[src/rtl/vga_timing_pkg.sv]
// vga_timing_pkg: shared 640x480@60 timing constants and the RGB332 pixel type
package vga_timing_pkg;
  localparam int H_ACTIVE = 640;
  localparam int H_FP = 16;
  localparam int H_SYNC = 96;
  localparam int H_BP = 48;
  localparam int V_ACTIVE = 480;
  localparam int V_FP = 10;
  localparam int V_SYNC = 2;
  localparam int V_BP = 33;
  localparam int H_TOTAL = H_ACTIVE + H_FP + H_SYNC + H_BP;
  localparam int V_TOTAL = V_ACTIVE + V_FP + V_SYNC + V_BP;
  localparam int PIPE_LAT = 1;
  typedef struct packed {
    logic [2:0] r;
    logic [2:0] g;
    logic [1:0] b;
  } rgb332_t;
  function automatic logic [11:0] expand332(input rgb332_t p);
    return {p.r, p.r[2], p.g, p.g[2], p.b, p.b};
  endfunction
endpackage

[src/rtl/vga_delay_line.sv]
// vga_delay_line: DEPTH-stage register delay with a reset value; DEPTH=0 is a wire
module vga_delay_line #(
  parameter int WIDTH = 3,
  parameter int DEPTH = 1,
  parameter logic [WIDTH-1:0] RESET_VAL = '0
) (
  input  logic             clk,
  input  logic             resetN,
  input  logic [WIDTH-1:0] d,
  output logic [WIDTH-1:0] q
);
  if (DEPTH == 0) begin : g_wire
    assign q = d;
  end else begin : g_pipe
    logic [DEPTH-1:0][WIDTH-1:0] sr;
    always_ff @(posedge clk or negedge resetN)
      if (!resetN) sr <= {DEPTH{RESET_VAL}};
      else begin
        sr[0] <= d;
        for (int i = 1; i < DEPTH; i++) sr[i] <= sr[i-1];
      end
    assign q = sr[DEPTH-1];
  end
endmodule

[src/rtl/vga_timing_output.sv]
// vga_timing_output: raster counters plus pipeline-aligned sync, blank and RGB444 pins
module vga_timing_output #(
  parameter int H_ACTIVE = vga_timing_pkg::H_ACTIVE,
  parameter int H_FP = vga_timing_pkg::H_FP,
  parameter int H_SYNC = vga_timing_pkg::H_SYNC,
  parameter int H_BP = vga_timing_pkg::H_BP,
  parameter int V_ACTIVE = vga_timing_pkg::V_ACTIVE,
  parameter int V_FP = vga_timing_pkg::V_FP,
  parameter int V_SYNC = vga_timing_pkg::V_SYNC,
  parameter int V_BP = vga_timing_pkg::V_BP,
  parameter int PIPE_LAT = vga_timing_pkg::PIPE_LAT
) (
  input  logic               clk,
  input  logic               resetN,
  input  logic [7:0]         RGBIn,
  output logic signed [10:0] pixelX,
  output logic signed [10:0] pixelY,
  output logic               startOfFrame,
  output logic               hsyncN,
  output logic               vsyncN,
  output logic               blankN,
  output logic [3:0]         vgaR,
  output logic [3:0]         vgaG,
  output logic [3:0]         vgaB
);
  import vga_timing_pkg::rgb332_t, vga_timing_pkg::expand332;
  localparam int H_TOTAL = H_ACTIVE + H_FP + H_SYNC + H_BP;
  localparam int V_TOTAL = V_ACTIVE + V_FP + V_SYNC + V_BP;
  localparam int HS_START = H_ACTIVE + H_FP;
  localparam int VS_START = V_ACTIVE + V_FP;
  logic [10:0] h_count, v_count;
  logic h_wrap, v_wrap, hs_raw, vs_raw, vis_raw, hs_d, vs_d, vis_d;
  assign h_wrap = h_count == 11'(H_TOTAL - 1);
  assign v_wrap = v_count == 11'(V_TOTAL - 1);
  assign hs_raw = !(h_count >= 11'(HS_START) && h_count < 11'(HS_START + H_SYNC));
  assign vs_raw = !(v_count >= 11'(VS_START) && v_count < 11'(VS_START + V_SYNC));
  assign vis_raw = h_count < 11'(H_ACTIVE) && v_count < 11'(V_ACTIVE);
  assign pixelX = $signed(h_count);
  assign pixelY = $signed(v_count);
  // Matches the mux's register stage so sync/blank meet RGBIn for the same pixel
  vga_delay_line #(.WIDTH(3), .DEPTH(PIPE_LAT), .RESET_VAL(3'b110)) u_delay (
    .clk(clk),
    .resetN(resetN),
    .d({hs_raw, vs_raw, vis_raw}),
    .q({hs_d, vs_d, vis_d})
  );
  always_ff @(posedge clk or negedge resetN)
    if (!resetN) begin
      h_count <= '0;
      v_count <= '0;
      startOfFrame <= 1'b0;
      hsyncN <= 1'b1;
      vsyncN <= 1'b1;
      blankN <= 1'b0;
      {vgaR, vgaG, vgaB} <= '0;
    end else begin
      h_count <= h_wrap ? '0 : h_count + 11'd1;
      if (h_wrap) v_count <= v_wrap ? '0 : v_count + 11'd1;
      // Registered so the pulse coincides with pixelX=0, pixelY=V_ACTIVE
      startOfFrame <= h_wrap && v_count == 11'(V_ACTIVE - 1);
      hsyncN <= hs_d;
      vsyncN <= vs_d;
      blankN <= vis_d;
      {vgaR, vgaG, vgaB} <= vis_d ? expand332(rgb332_t'(RGBIn)) : 12'h000;
    end
endmodule

[config.mk]
export PLATFORM = sky130hd
export DESIGN_NAME = vga_timing_output
export DESIGN_NICKNAME = d
export VERILOG_FILES = /design/src/rtl/vga_timing_pkg.sv /design/src/rtl/vga_delay_line.sv /design/src/rtl/vga_timing_output.sv
export SDC_FILE = /design/constraint.sdc
export NUM_CORES = 1
export LEC_CHECK = 0
export ABC_AREA = 1
export CAP_MARGIN = 20
export CORE_MARGIN = 1.5
export CORE_UTILIZATION = 48
export DETAILED_ROUTE_END_ITERATION = 8
export PLACE_DENSITY = 0.79
export SLEW_MARGIN = 20
export SYNTH_ARGS = -nofsm -noshare
export SYNTH_HDL_FRONTEND = slang
export SYNTH_HIERARCHICAL = 1
export SYNTH_SLANG_ARGS = --single-unit
[constraint.sdc]
create_clock -name clk -period 1.7 [get_ports clk]
set_input_delay 0.17 -clock clk [delete_from_list [all_inputs] [get_ports clk]]
set_output_delay 0.17 -clock clk [all_outputs]
set_load 0.005 [all_outputs]
==> results.cfg <==
[run_status]
status = finished, final reports clean

[synthesis]
synth_area_leaders = dfrtp_1 45%, nand2_1 10%, inv_1 8.4%, nand3_1 6.3%, dfstp_2 5.7%
synth_cell_types = 21
postSynthCellCount = 221
synth_common_cells = 50 x nand2_1, 41 x inv_1, 33 x dfrtp_1, 23 x nand3_1, 17 x nor2_1
yosys_warnings = 6
synthFlopType = dfrtp_1
synth_seq_area_share_pct = 50.5
async_flop_share_pct = 100
yosysMostFrequentCell = nand2_1
yosys.area.top_type = dfrtp_1
ys_seq_elements = 37
yosysTopAreaCellShare_pct = 44.8
netlist_area_um2 = 1840
synth_edf_count = 0
postSynthAreaPerCell_um2 = 8.33
syn_nets = 236

[timing]
rsz0062_at_grt = false
relSlewSlack_pct = 70.1
finalCritPeriodShare_pct = 92.1
hold_viol = 0
fmax_mhz = 639
setup_viol = 0
whs_ps = 357
worst_slew_pin_slew_ps = 449
clock_skew_ps = 2.45
finalSetupTns_ps = 0
layout_min_cycle_time_ps = 1570
maxSlewViolCount = 0

[global_route]
antenna_found_initial = 0
grt_max_degree = 38
grt_overflow_total = 0
grt_pass1_vias = 1350
grt_pass1_wl_um = 6340
track_usage_pct = 20.2

[place]
dpl-instance-area_um2 = 2340
io_buffer_count = 47
placedCellCount = 313
dp_hpwl_um = 2790
globalplace.congestion = 0.857

[clock_network]
cts_resized = 0
cts_tree = built
cts_sinks = 37
cts_max_path_buffers = 2
clkTransAtPathRegs_ps = 70
clock_latency_ps = 290
cts_root_buf = clkbuf_8
h-tree-depth = 2
cts_made_buffers = 5

[worst_setup_path]
slowest_stage = dfrtp_1
startpoint_type = flop
cp_max_fo = 8
crit_chain = ha_1, inv_1, nor2_1, xor2_1, nand3b_1, nand2_1
endpoint_kind = flop
required_ps = 1890
cp_data_arrival_time_ps = 1750
cp_slowest_stage_delay_ps = 480
critical_path_class = flop to flop

[die]
die_w_um = 64.9
start_util_pct = 50.3
rows = 22
io_pins = 48
core_area_um2 = 3660
die_h_um = 64.9
die-area_um2 = 4220

[run]
cap_violations = 0

[route]
drtPass1Iterations = 4
route.detailed.drc = 0
wirelength_um = 3930
avgRoutedWirePerCell_um = 12.2
drt_iter0_markers = 106
viasPerCell = 4.92
detail-route-antenna-nets = 0
vias = 1590

[final_layout]
nets = 289
design_area_um2 = 2480
syn_to_final_growth_pct = 34.6
n_antenna_cell = 0
stdcell_count = 323
utilization_pct = 67.7
nFillCells = 297
drive_gt1_share_pct = 7.64

[power]
ir_drop_uv = 756
powerDensity_nw_per_um2 = 711
power.leakage_nw = 1.20

[hold_path]
hp-class = flop to flop
-- power by group --
| part | switching (W) | internal [W] |
|---|---|---|
| logic | 0.0000295 | 0.0000467 |
| clock network | 0.000316 | 0.000477 |
| registers | 0.00000309 | 0.000890 |
-- placed cells by master, fill, tap and decap left out --
cell	synthesis	layout
a21oi_1	4	4
dfstp_2	4	4
dfrtp_1	33	33
bufinv_16	0	1
clkinvlp_4	0	1
nor3_2	1	1
clkbuf_8	0	6
nor3_1	7	7
nand2_1	50	50
nand3_4	1	1
nor4_1	1	1
dlygate4sd3_1	0	1
xor2_1	6	6
buf_2	0	1
o21ai_0	10	10
nand3_1	23	23
nand3b_1	2	2
clkdlybuf4s50_1	0	46
inv_1	41	41
nor2_1	17	17
nand4_1	7	7
buf_4	4	5
nor3_4	1	1
ha_1	5	5
o21ai_1	1	1
-- critical path: cells and delay by family, from the launching register on --
kind | cells | cell delay [ps]
flops | 1 | 480
simple gates | 3 | 390
fa+ha+maj | 1 | 330
xor+xnor | 1 | 170
buf+inv | 1 | 80
-- layer usage --
| metal | global-route usage (%) | part of all wire [%] | up-vias |
|---|---|---|---|
| met5 | 0 | 0 | - |
| met2 | 29.9 | 46 | 64 |
| met1 | 26.4 | 45 | 723 |
| met3 | 6.25 | 6.1 | 6 |
| li1 | - | - | 797 |
| met4 | 10.9 | 2.6 | 0 |
-- layout make-up --
| class | count | area, um^2 | area share (%) |
|---|---|---|---|
| well taps | 48 | 60.1 | 2.42 |
| multi-input cells | 136 | 701 | 28.3 |
| flip-flops and latches | 37 | 931 | 37.6 |
| clock inverters | 2 | 37.5 | 1.51 |
| clock buffers | 6 | 82.6 | 3.33 |
| repair buffers | 53 | 513 | 20.7 |
| inverters | 41 | 154 | 6.21 |
-- worst paths after layout --
kind	startpoint	end	slack, ps	depth (start not counted)
max	pixelY[0]	pixelY[4]	130	6
min	u_delay/q[1]	vsyncN	360	0
max reg2reg	pixelY[0]	pixelY[4]	130	6
min reg2reg	u_delay/q[1]	vsyncN	360	0
max in group asynchronous	resetN	vsyncN	900	3
min in group asynchronous	resetN	pixelX[9]	450	3
-- stage by stage --
| stage | total power (W) | setup WS (ps) |
|---|---|---|
| 2_1_floorplan | 0.000926 | 330 |
| 3_3_place_gp | 0.000984 | 161 |
| 3_5_place_dp | 0.000986 | 125 |
| 4_1_cts | 0.00178 | 91.9 |
| 5_1_grt | 0.00183 | 22.8 |
| 6_report | 0.00176 | 134 |
-- kinds of logic (layout without fill, tap and decap cells) --
family / Yosys count / in the layout / share of synthesized area, %
and+or+nand+nor: 110 / 110 / 27.7
buffers and inverters: 48 / 102 / 11.4
AOI/OAI and AO/OA: 15 / 15 / 4.08
DFF: 37 / 37 / 50.5
xor gates and xnor gates: 6 / 6 / 2.85
adders and majority gates: 5 / 5 / 3.40
-- sequential cells by signal, indices dropped and copies added, names as in the netlist --
name and flops:
blankN 1, hsyncN 1, pixelX 11, pixelY 11
startOfFrame 1, u_delay/q 3, vgaB 2, vgaG 3
vgaR 3, vsyncN 1
-- what timing repair did --
item / CTS / global route
hold buffers: 1 / 0
buffers inserted: 0 / 1
hold endpoints to repair: 33 / 0
setup endpoints to repair: 0 / 1
No activity file was read; power rests on OpenSTA's default activity.
